## config.mk

```make
export PLATFORM = sky130hd
export DESIGN_NAME = mem_arbiter
export DESIGN_NICKNAME = d
export VERILOG_FILES = /design/src/rtl/mem_arbiter.sv
export SDC_FILE = /design/constraint.sdc
export NUM_CORES = 1
export LEC_CHECK = 0
export ABC_AREA = 0
export BUFFER_PORTS_ARGS = -buffer_cell sky130_fd_sc_hd__buf_2
export CAP_MARGIN = 20
export CORE_AREA = 3 3 198 200
export CTS_CLUSTER_SIZE = 20
export DETAILED_ROUTE_END_ITERATION = 12
export DIE_AREA = 0 0 201 203
export SLEW_MARGIN = 0
export SYNTH_ARGS = -nofsm -noshare
export SYNTH_HDL_FRONTEND = slang
export SYNTH_SLANG_ARGS = --single-unit
```

## constraint.sdc

```tcl
create_clock -name clk -period 5.2 [get_ports clk]
set_input_delay 1.04 -clock clk [delete_from_list [all_inputs] [get_ports clk]]
set_output_delay 1.04 -clock clk [all_outputs]
set_load 0.05 [all_outputs]
```

## src/rtl/mem_arbiter.sv

```systemverilog
// Two-master memory arbiter: a fetch bus and a data bus share one downstream port.
// One transaction is outstanding at a time; a starvation counter bounds how long fetch can lose.
module mem_arbiter #(
    parameter int STARVE_LIMIT = 4
) (
    input  logic        clk,
    input  logic        reset,
    input  logic        ireq_valid,
    input  logic [63:0] ireq_addr,
    output logic        iresp_addr_ok,
    output logic        iresp_data_ok,
    output logic [31:0] iresp_data,
    input  logic        dreq_valid,
    input  logic [63:0] dreq_addr,
    input  logic [2:0]  dreq_size,
    input  logic [7:0]  dreq_strobe,
    input  logic [63:0] dreq_data,
    output logic        dresp_addr_ok,
    output logic        dresp_data_ok,
    output logic [63:0] dresp_data,
    output logic        mreq_valid,
    output logic        mreq_is_write,
    output logic [63:0] mreq_addr,
    output logic [2:0]  mreq_size,
    output logic [7:0]  mreq_strobe,
    output logic [63:0] mreq_data,
    input  logic        mresp_ready,
    input  logic        mresp_valid,
    input  logic [63:0] mresp_data
);

    localparam int SW = $clog2(STARVE_LIMIT + 1);
    localparam logic [SW-1:0] LIMIT = SW'(STARVE_LIMIT);

    typedef enum logic [1:0] {IDLE, REQ, WAIT, RESP} state_t;
    typedef enum logic [1:0] {OWN_NONE, OWN_I, OWN_D} owner_t;

    state_t        state_reg, state_next;
    owner_t        owner_reg;
    logic [SW-1:0] starve_reg;
    logic [63:0]   rdata_reg;
    logic          isel_hi_reg;
    logic          grant_i, grant_d, take_data;

    always_ff @(posedge clk or negedge reset) begin
        if (!reset) begin
            state_reg <= IDLE;
        end else begin
            state_reg <= state_next;
        end
    end

    always_comb begin
        state_next    = state_reg;
        grant_i       = 1'b0;
        grant_d       = 1'b0;
        take_data     = 1'b0;
        mreq_valid    = 1'b0;
        iresp_addr_ok = 1'b0;
        dresp_addr_ok = 1'b0;
        iresp_data_ok = 1'b0;
        dresp_data_ok = 1'b0;
        case (state_reg)
            IDLE: begin
                // Data bus has priority until fetch has lost STARVE_LIMIT grants in a row.
                if (dreq_valid && !(ireq_valid && starve_reg == LIMIT)) begin
                    grant_d = 1'b1;
                end else if (ireq_valid) begin
                    grant_i = 1'b1;
                end
                if (grant_i || grant_d) begin
                    state_next = REQ;
                end
            end
            REQ: begin
                mreq_valid = 1'b1;
                if (mresp_ready) begin
                    iresp_addr_ok = (owner_reg == OWN_I);
                    dresp_addr_ok = (owner_reg == OWN_D);
                    if (mresp_valid) begin
                        take_data  = 1'b1;
                        state_next = RESP;
                    end else begin
                        state_next = WAIT;
                    end
                end
            end
            WAIT: begin
                if (mresp_valid) begin
                    take_data  = 1'b1;
                    state_next = RESP;
                end
            end
            RESP: begin
                iresp_data_ok = (owner_reg == OWN_I);
                dresp_data_ok = (owner_reg == OWN_D);
                state_next    = IDLE;
            end
            default: state_next = IDLE;
        endcase
    end

    always_ff @(posedge clk or negedge reset) begin
        if (!reset) begin
            owner_reg     <= OWN_NONE;
            starve_reg    <= '0;
            rdata_reg     <= '0;
            isel_hi_reg   <= 1'b0;
            mreq_is_write <= 1'b0;
            mreq_addr     <= '0;
            mreq_size     <= '0;
            mreq_strobe   <= '0;
            mreq_data     <= '0;
        end else begin
            if (grant_d) begin
                owner_reg     <= OWN_D;
                mreq_is_write <= |dreq_strobe;
                mreq_addr     <= dreq_addr;
                mreq_size     <= dreq_size;
                mreq_strobe   <= dreq_strobe;
                mreq_data     <= dreq_data;
                if (!ireq_valid) begin
                    starve_reg <= '0;
                end else if (starve_reg != LIMIT) begin
                    starve_reg <= starve_reg + SW'(1);
                end
            end else if (grant_i) begin
                owner_reg     <= OWN_I;
                mreq_is_write <= 1'b0;
                mreq_addr     <= ireq_addr;
                mreq_size     <= 3'b010;
                mreq_strobe   <= '0;
                mreq_data     <= '0;
                isel_hi_reg   <= ireq_addr[2];
                starve_reg    <= '0;
            end
            if (take_data) begin
                rdata_reg <= mresp_data;
            end
            if (state_reg == RESP) begin
                owner_reg <= OWN_NONE;
            end
        end
    end

    assign iresp_data = isel_hi_reg ? rdata_reg[63:32] : rdata_reg[31:0];
    assign dresp_data = rdata_reg;

endmodule

```

# Word level (Yosys, flattened, before mapping)
# Index checks and enable logic that the tools add are counted.
# totals
ff_bits	212
input_bits	273
output_inout_bits	241
word_cells	74
# op_classes
add_sub_neg	1
eq_ne	11
muxes	40
bitwise_logic	1
reduce_logical	11
# ops
op	count
64-bit two-way mux	4
32-bit two-way mux	1
1-bit two-way mux	19
3-bit two-way mux	6
8-bit two-way mux	2
2-bit two-way mux	6
2-bit one-hot mux with 4 select lines	1
8-bit OR reduction	1
2-bit equality test, second input constant	3
2-bit != test, second input constant	3
2-bit by 1-bit equality test with 1-bit output, second input constant	2
2-bit AND reduction	2
3-bit by 1-bit adder with 3-bit output, second input constant	1
3-bit equality test, second input constant	1
3-bit by 2-bit != test with 1-bit output, second input constant	1
3-bit != test, second input constant	1
3-bit AND reduction	1
3-bit nonzero test	1
1-bit logical AND	2
2-bit logical NOT	1
1-bit one-hot mux with 2 select lines	1
2-bit nonzero test	1
1-bit logical NOT	1
1-bit logical OR	1
1-bit inverter	1

# Longest topological paths before layout
# Gate-level depths: netlist of run 1.
# logic_depth
word_depth	10
mapped_depth	8

# Worst setup path before layout of run 1
# OpenSTA, ideal clock, no wires.
# synth_timing
kind	flip-flop to output port
start	register state_reg[1]
end	output port dresp_addr_ok
arrival_time_ns	2.340
required_ns	4.160
path_slack_ns	1.820
stages_incl_launch_ff	5
path_cell_list	dfrtp_1 > inv_1 > ha_1 > nand2_1 > nor3b_1
# synth_between
elab_chain_cells	2
# synth_lines
item	line_no	source
start: declaration	38	state_t state_reg, state_next;
start signal: assignment	49	state_reg <= state_next;
2-bit by 1-bit equality test with 1-bit output	63	case (state_reg)
1-bit two-way mux	63	
end: declaration	18	output logic dresp_addr_ok,
# No other way between the ends.

# Final worst setup path of run 1
# layout_timing
start	register isel_hi_reg
end	output port iresp_data[17]
# layout_between
elab_chain_cells	1
# layout_lines
item	line_no	source
start: declaration	42	logic isel_hi_reg;
start signal: assignment	134	isel_hi_reg <= ireq_addr[2];
32-bit two-way mux	146	assign iresp_data = isel_hi_reg ? rdata_reg[63:32] : rdata_reg[31:0];
end: declaration	12	output logic [31:0] iresp_data,
# No other way between the ends.

==> PnR_summary.wiki, run 1 <==
{| class="wikitable"
! Metric !! Value
|-
| Die boundary height || 203 um
|-
| Critical path, cell by cell || buf_4, mux2_2, buf_2
|-
| Share of synthesized area occupied by flip-flops and latches || 60.6%
|-
| Syn Nets || roughly 890
|-
| Max transition margin || between 40% and 50%
|-
| Maximum level of the CTS H-tree || 1
|-
| Pins Over Slew Limit || 0
|-
| Leading cell types in the layout, fill and taps excluded || buf_2, dfrtp_1, mux2_2
|-
| Arrival time worst endpoint || around 1.9 ns
|-
| Instance count of the mapped netlist || 613
|-
| Number of cell instances on the worst register-to-register path || 7
|-
| Min Tclk post-route || slightly below 3 ns
|-
| Die Wd || around 200 um
|-
| Last weighted congestion value of the routability-driven placer || just over 0.8
|-
| GRT Resource Usage Total || 13.2%
|-
| Min-Delay Path Class || register to register
|-
| Vias in the first global route || 7519
|-
| Total negative slack || 0 ns
|-
| Antenna violations before repair || 0
|-
| Slowest stage cell on the critical path || mux2_2
|-
| Remaining DRCs || 0
|-
| Largest cells by area after synthesis || dfrtp_1, mux2_2, a22o_1, a221o_1, and2_1
|-
| Count of hold-fix buffers inserted at cts || 0
|-
| Post-synth ARST share || 100%
|-
| Half-perimeter wire length of the detailed placement result || between 20 and 25 mm
|-
| First-pass iteration count of the detailed router || 4
|-
| Final number of setup-violating endpoints || 0
|-
| Max Cap Violations || 0
|-
| Hold violation count in the final report || 0
|-
| Num CTS Buffers || 25
|-
| Max Fanout on Critical Path || 33
|-
| CTS sink count || between 200 and 250
|-
| 1st-iter DRT viols || between 300 and 400
|-
| #FFs+latches synth || 212
|-
| Final routed wire length divided by cell count || 17.3 um
|-
| Most frequent standard cell in the layout excluding fill and tap cells || buf_2
|-
| Post-synthesis cell area || approximately 9000 sq um
|-
| Post-CTS setup buffer count || 0
|-
| Count of standard-cell rows || just over 70
|-
| Remaining antenna violation count after routing || 0
|-
| Final worst-path cycle share || 56.4%
|-
| Endpoint class of the critical path || output port
|-
| Number of vias in the routed layout || roughly 7200
|-
| Number of fillers in the final layout || ~3900
|-
| Clock latency on the worst-skew pair || ~0.52 ns
|-
| Number of cells on the worst hold path || 1
|-
| Clock input transition at the sequential cells of the worst setup and hold paths || around 0.060 ns
|-
| IO Port Bufs || between 500 and 600
|-
| Area share of the largest cell type after synthesis || approximately three fifths
|-
| WP data required || 4.16 ns
|-
| Total of warnings raised by yosys || 0
|-
| Proportion of layout cells with a drive suffix above 1 || roughly 59%
|-
| Cell type with the highest aggregate area in the netlist || dfrtp_1
|-
| Post-synthesis area per instance || approximately 14 sq um
|-
| TritonCTS clock tree || done
|-
| Worst Clk Skew || between 0.004 and 0.005 ns
|-
| Via density per instance || roughly 4.4
|-
| Die footprint || 40800 sq um
|-
| Routed WL || ~28 mm
|-
| Largest net degree at the start of global routing || between 100 and 150
|-
| Unrepaired setup endpoints after global routing || false
|-
| Post-synth EDFFs || 0
|-
| Critical Path Max Stage Delay || 0.42 ns
|-
| Peak clock frequency supported by timing || ~340 MHz
|-
| CTS-repair resized insts || 0
|-
| Worst Path Class, Setup || register to output port
|-
| Status || finished clean
|-
| Num ports || 514
|-
| Global-route wire length before repair || approximately 44 mm
|-
| Maximum buffer depth of the clock tree || 3
|-
| Initial standard-cell utilization of the core || 23.3%
|-
| Grt ovf || 0
|-
| CTS root buf || clkbuf_16
|-
| Sort of element at the start of the critical path || register
|-
| Post-synth top flop || dfrtp_1
|-
| Placeable core region || about 38000 sq um
|-
| Antenna diodes || 0
|-
| Area growth from synthesis to layout || 43.3%
|-
| Pin slew with the least headroom to its limit || between 0.7 and 0.8 ns
|-
| # nets final || between 1000 and 1500
|-
| Count of different cell masters after synthesis || 29
|}
==> cells by family (layout without fill, tap and decap cells) <==
family                     count (synthesis)  after routing  share of synthesized area, %
DFF                                      212            212                          60.6
AOI/OAI and AO/OA                        152            152                          15.9
muxes                                     99             99                          12.7
and+or+nand+nor                           89             89                          6.16
buffers and inverters                     54            562                          3.62
adders and majority gates                  7              7                          1.00
==> cell usage after synthesis (2+ instances only) <==
library cell and instances:
inv_1 5, nor4_1 2, mux2_2 99, nor3b_1 2, nor2b_1 3, nor2_1 3, nand2_1 6, buf_2 19
dfrtp_1 212, and3b_1 2, a21oi_1 3, nand3_1 3, ha_1 7, a22o_1 76, a211oi_1 2, and2_1 64
buf_6 12, a221o_1 64, a2bb2oi_1 2, clkbuf_1 18
==> worst paths after layout <==
check | startpoint | endpoint | slack [ns]
max in group asynchronous | reset | mreq_data[36] | 3.66
setup reg to reg | state_reg[1] | dresp_data[0] | 2.74
setup / recovery | isel_hi_reg | iresp_data[17] | 2.27
hold reg to reg | mreq_data[33] | mreq_data[33] | 0.50
hold / removal | mreq_data[33] | mreq_data[33] | 0.50
min in group asynchronous | reset | dresp_data[8] | 0.54
==> per-stage QoR <==
step | hold WS (ns) | utilization [%] | instance area (sq um) | worst slack (ns) | cells
finish | 0.496 | 33.4 | 12600 | 2.27 | 1632
global route | 0.506 | 33.4 | 12600 | 2.15 | 1632
floorplan | 0.500 | - | 8760 | 1.82 | 613
detailed placement | 0.485 | 31.4 | 11800 | 2.12 | 1595
global placement | 0.483 | 31.4 | 11800 | 2.13 | 1595
CTS | 0.503 | 33.3 | 12500 | 2.24 | 1631
==> critical path, delay by kind of cell (launching register included) <==
family,cells,cell delay [ns]
buffers and inverters,2,0.62
DFF,1,0.32
muxes,1,0.42
==> layout make-up <==
type	count	area (sq um)	area share (%)
Clock inverter	3	43.8	0.349
Inverter	5	18.8	0.150
Multi-Input combinational cell	347	3160	25.2
Clock buffer	33	686	5.46
Tap cell	511	639	5.09
Timing Repair Buffer	521	2700	21.5
Sequential cell	212	5310	42.3
==> metal layers <==
layer | part of all wire [%] | GRT usage [%] | vias to the layer above
li1 | - | - | 3308
met1 | 41 | 16.7 | 3500
met2 | 49 | 22.7 | 307
met3 | 7.2 | 3.38 | 36
met4 | 2.3 | 3.16 | 0
met5 | 0 | 0 | -
Power of run 1 is not shown: default switching activity piles up to over one toggle a cycle in this logic, so the estimate is an artifact.
==> run 2: changes to the inputs <==
==> constraint.sdc (replaced) <==
create_clock -name clk -period 3.1 [get_ports clk]
set_input_delay 0.62 -clock clk [delete_from_list [all_inputs] [get_ports clk]]
set_output_delay 0.62 -clock clk [all_outputs]
set_load 0.05 [all_outputs]
==> PnR_summary.wiki, run 2 (synthesized netlist as in run 1, its figures left out) <==
{| class="wikitable"
! Metric !! Value
|-
| Count of hold-fix buffers inserted at cts || 0
|-
| 1st-iter DRT viols || 329
|-
| Remaining antenna violation count after routing || 0
|-
| Clock input transition at the sequential cells of the worst setup and hold paths || roughly 0.060 ns
|-
| Last weighted congestion value of the routability-driven placer || just over 0.8
|-
| CTS sink count || approximately 210
|-
| Total negative slack || 0 ns
|-
| Utilization of the core after routing || about a third
|-
| Pins Over Slew Limit || 0
|-
| Grt ovf || 0
|-
| Die Wd || between 200 and 250 um
|-
| Routed WL || ~29 mm
|-
| Register cell area after layout || roughly 5300 sq um
|-
| Via density per instance || roughly 4.4
|-
| Final number of setup-violating endpoints || 0
|-
| Num ports || around 510
|-
| Half-perimeter wire length of the detailed placement result || 21.6 mm
|-
| Placeable core region || between 30000 and 40000 sq um
|-
| Post-CTS setup buffer count || 0
|-
| WP data required || roughly 2.5 ns
|-
| Setup Slack @ Placement || 0.899 ns
|-
| Antenna violations before repair || 0
|-
| Endpoint class of the critical path || output port
|-
| Pin slew with the least headroom to its limit || around 0.76 ns
|-
| Min Tclk post-route || 2.53 ns
|-
| Arrival time worst endpoint || approximately 1.9 ns
|-
| Worst Path Class, Setup || register to output port
|-
| Die boundary height || 203 um
|-
| Min-Delay Path Class || primary input to asynchronous set/reset pin
|-
| Final routed wire length divided by cell count || about 18 um
|-
| Number of cell instances on the worst register-to-register path || 6
|-
| Unrepaired setup endpoints after global routing || false
|-
| Final worst-path cycle share || 81.5%
|-
| Remaining DRCs || 0
|-
| CTS-repair resized insts || 0
|-
| Final std cells w/o fill || around 1600
|-
| First-pass iteration count of the detailed router || 4
|-
| Die footprint || 40800 sq um
|-
| R2r setup slk || 0.85 ns
|-
| Clock latency on the worst-skew pair || approximately 0.52 ns
|-
| Maximum level of the CTS H-tree || 1
|-
| Peak clock frequency supported by timing || approximately 400 MHz
|-
| Worst Clk Skew || ~0.01 ns
|-
| Num CTS Buffers || 24
|-
| Area growth from synthesis to layout || 45.2%
|-
| Number of fillers in the final layout || around 3800
|-
| Number of placed cells counting well taps || ~1600
|-
| Max Fanout on Critical Path || 5
|-
| CTS root buf || clkbuf_16
|-
| Sort of element at the start of the critical path || register
|-
| Initial standard-cell utilization of the core || 23.3%
|-
| Critical register-to-register path startpoint || state_reg[0]
|-
| TritonCTS clock tree || done
|-
| Hold violation count in the final report || 0
|-
| # nets final || 1398
|-
| IO Port Bufs || a little over 500
|-
| Number of vias in the routed layout || approximately 7300
|-
| Most frequent standard cell in the layout excluding fill and tap cells || buf_2
|-
| Multi-input logic area || between 3000 and 4000 sq um
|-
| Leading cell types in the layout, fill and taps excluded || buf_2, dfrtp_1, mux2_2
|-
| Max Cap Violations || 0
|-
| FF-to-FF End || mreq_addr[62]
|-
| Proportion of layout cells with a drive suffix above 1 || about three fifths
|-
| Largest net degree at the start of global routing || between 100 and 150
|-
| Status || finished clean
|-
| Max transition margin || 49.2%
|-
| Vias in the first global route || 7645
|-
| Maximum buffer depth of the clock tree || 3
|-
| Antenna diodes || 0
|-
| Count of standard-cell rows || 71
|-
| GRT Resource Usage Total || between 10% and 20%
|-
| Global-route wire length before repair || 44.1 mm
|-
| Worst Setup Slack, final || ~0.57 ns
|}
[run 2: cell count changes in the layout (fill, tap and decap cells not counted), sizes merged]
cell,previous run,this run
clkinv,1,6
bufinv,1,2
buf,521,528
clkbuf,33,34
[run 2: worst max-delay path by stage]
stage,start,endpoint,slack (ns),cells after the start
after CTS,state_reg[1],dresp_addr_ok,0.55,5
final,state_reg[1],dresp_addr_ok,0.57,5
after detailed placement,state_reg[0],mreq_addr[20],0.90,6
after floorplan,state_reg[1],dresp_addr_ok,0.14,4
after global routing,state_reg[1],dresp_addr_ok,0.45,5
after global placement,state_reg[1],dresp_data[62],0.99,6
[run 2: routing by layer]
metal,part of all wire (%),wire length [um],vias up,GRT usage [%]
met1,40,11700,3610,16.3
met3,6.9,2010,47,2.90
met5,0,0,-,0
met2,50,14600,311,23.7
li1,-,-,3333,-
met4,2.5,725,0,4.39
[run 2: metrics by stage]
stage,area (sq um),hold slack (ns)
global route,12700,0.108
floorplan,8760,0.324
finish,12700,0.0759
CTS,12700,0.0851
global placement,11900,0.484
detailed placement,11900,0.485
[run 2: critical path: stages (launching register included)]
cell and delay (ns):
dfrtp_1 0.42, inv_1 0.11, ha_1 0.23, nand2_1 0.11, nor3b_1 0.20, buf_2 0.31
[run 2: layout make-up]
class,instances,share of cell area [%]
multi-input cells,347,24.9
clock inverters,9,0.777
clock buffers,34,5.81
flip-flops and latches,212,41.7
inverters,5,0.148
well taps,511,5.03
repair buffers,528,21.6
Power of run 2 is left out for the same reason.
==> run 3: changes to the inputs <==
==> constraint.sdc (replaced) <==
create_clock -name clk -period 2.48 [get_ports clk]
set_input_delay 0.496 -clock clk [delete_from_list [all_inputs] [get_ports clk]]
set_output_delay 0.496 -clock clk [all_outputs]
set_load 0.05 [all_outputs]
==> PnR_summary.wiki, run 3 (synthesized netlist as in run 1, its figures left out) <==
{| class="wikitable"
! Metric !! Value
|-
| Peak clock frequency supported by timing || between 400 and 500 MHz
|-
| Critical register-to-register path startpoint || state_reg[0]
|-
| Worst Path Class, Setup || register to output port
|-
| Endpoint class of the critical path || output port
|-
| GRT Resource Usage Total || between 10% and 20%
|-
| Die footprint || approximately 41000 sq um
|-
| Arrival time worst endpoint || approximately 1.9 ns
|-
| Final worst-path cycle share || between 90% and 100%
|-
| Vias in the first global route || about 7700
|-
| Count of buffering cells on the critical path with inverters included || 2
|-
| Leading cell types in the layout, fill and taps excluded || buf_2, dfrtp_1, mux2_2
|-
| Die Wd || roughly 200 um
|-
| Routed WL || about 30 mm
|-
| IO Port Bufs || ~510
|-
| Pins Over Slew Limit || 0
|-
| Remaining antenna violation count after routing || 0
|-
| Via density per instance || between 4 and 5
|-
| Most frequent standard cell in the layout excluding fill and tap cells || buf_2
|-
| Unrepaired setup endpoints after global routing || false
|-
| Max transition margin || 65.9%
|-
| Utilization of the core after routing || 34.1%
|-
| Area growth from synthesis to layout || 46.3%
|-
| FF-to-FF End || mreq_addr[52]
|-
| Non-Filler Cell Area, Final || between 10000 and 15000 sq um
|-
| Critical path, cell by cell || inv_1, ha_2, nand2_1, nor3b_1, buf_4
|-
| Count of standard-cell rows || slightly above 70
|-
| Clock input transition at the sequential cells of the worst setup and hold paths || approximately 0.06 ns
|-
| Half-perimeter wire length of the detailed placement result || ~22 mm
|-
| Pin slew with the least headroom to its limit || 0.512 ns
|-
| Smallest hold slack || approximately 0.18 ns
|-
| Family with the most delay on the worst path || flip-flops
|-
| 1st-iter DRT viols || roughly 340
|-
| Status || finished clean
|-
| WP data required || ~2.0 ns
|-
| Antenna violations before repair || 3
|-
| Last weighted congestion value of the routability-driven placer || roughly 0.87
|-
| Max Cap Violations || 0
|-
| TritonCTS clock tree || done
|-
| Global-route wire length before repair || about 45 mm
|-
| CTS root buf || clkbuf_16
|-
| Sort of element at the start of the critical path || register
|-
| Placeable core region || roughly 38000 sq um
|-
| Grt ovf || 0
|-
| Maximum level of the CTS H-tree || 1
|-
| Worst Clk Skew || slightly below 0.008 ns
|-
| Final number of setup-violating endpoints || 0
|-
| Min-delay src || dreq_data[24]
|-
| Max Fanout on Critical Path || 5
|-
| Worst Setup Slack, final || between 0.1 and 0.15 ns
|-
| CTS sink count || between 200 and 250
|-
| Largest net degree at the start of global routing || 100
|-
| Post-CTS setup buffer count || 0
|-
| Clock latency on the worst-skew pair || 0.53 ns
|-
| Num CTS Buffers || 25
|-
| R2r setup slk || around 0.46 ns
|-
| Remaining DRCs || 0
|-
| First-pass iteration count of the detailed router || 4
|-
| Min Tclk post-route || 2.35 ns
|-
| Number of cells on the worst hold path || 2
|-
| Final routed wire length divided by cell count || about 18 um
|-
| Slowest stage cell on the critical path || dfrtp_1
|-
| Min-Delay Path Class || primary input to register
|-
| Die boundary height || ~200 um
|-
| Critical Path Max Stage Delay || roughly 0.42 ns
|-
| Number of vias in the routed layout || 7244
|-
| Num ports || about 510
|-
| Hold violation count in the final report || 0
|-
| Maximum buffer depth of the clock tree || 3
|-
| Setup Slack @ Placement || slightly above 0.5 ns
|-
| Endpoint of the worst hold path || mreq_data[24]
|-
| Initial standard-cell utilization of the core || about a quarter
|-
| Proportion of layout cells with a drive suffix above 1 || approximately 60%
|-
| # nets final || between 1000 and 1500
|-
| Number of cell instances on the worst register-to-register path || 6
|-
| Standard cell area after detailed placement || approximately 12000 sq um
|}
run 3: cell types whose count changed in the layout (fill, tap and decap cells not counted), moves of 2 or more:
| cell | change |
|---|---|
| clkinv_4 | +2 |
| buf_4 | +4 |
| clkbuf_1 | +5 |
| clkinv_2 | -3 |
| buf_2 | -2 |
| buf_12 | +3 |
run 3: worst max path at each step:
stage                       startpoint       endpoint  slack [ns]  cells after the start
after floorplan           state_reg[1]  dresp_addr_ok       -0.36                      4
after global placement    state_reg[0]   mreq_addr[2]        0.57                      6
after detailed placement  state_reg[0]   mreq_addr[5]        0.51                      6
after CTS                 state_reg[1]  dresp_addr_ok       0.007                      5
after global routing      state_reg[1]  dresp_addr_ok        0.02                      5
final                     state_reg[1]  iresp_addr_ok        0.13                      5
run 3: per-layer routing:
layer | routed length, um | share of wire (%) | GRT usage (%)
met5 | 12 | 0.041 | 0
met4 | 776 | 2.6 | 4.02
met3 | 2230 | 7.6 | 3.72
met2 | 14600 | 50 | 23.9
met1 | 11600 | 40 | 16.7
run 3: repair_timing:
item	4_1_cts	5_1_grt
hold endpoints to repair	51	0
pin swaps	0	0
hold buffers	1	0
setup endpoints to repair	1	3
resized for setup	1	4
run 3: worst register-to-register path, delay by kind of cell (launching register included):
family	cells	cell delay, ns
buffers and inverters	2	0.36
and+or+nand+nor	1	0.34
AOI/OAI and AO/OA	2	0.44
DFF	1	0.41
adders and majority gates	1	0.34
run 3: layout make-up:
type	instances	area (sq um)
clock inverters	8	80.1
well taps	511	639
flip-flops and latches	212	5310
clock buffers	38	744
fillers	3831	24800
repair buffers	535	2850
inverters	5	18.8
multi-input cells	347	3170
diodes	1	2.50
run 3: stage by stage:
stage                     setup TNS, ns  cells
after floorplan                  -0.695    613
after global placement                0   1609
after detailed placement              0   1609
after CTS                             0   1656
after global routing                  0   1656
final                                 0   1657
Power of run 3 is left out for the same reason.
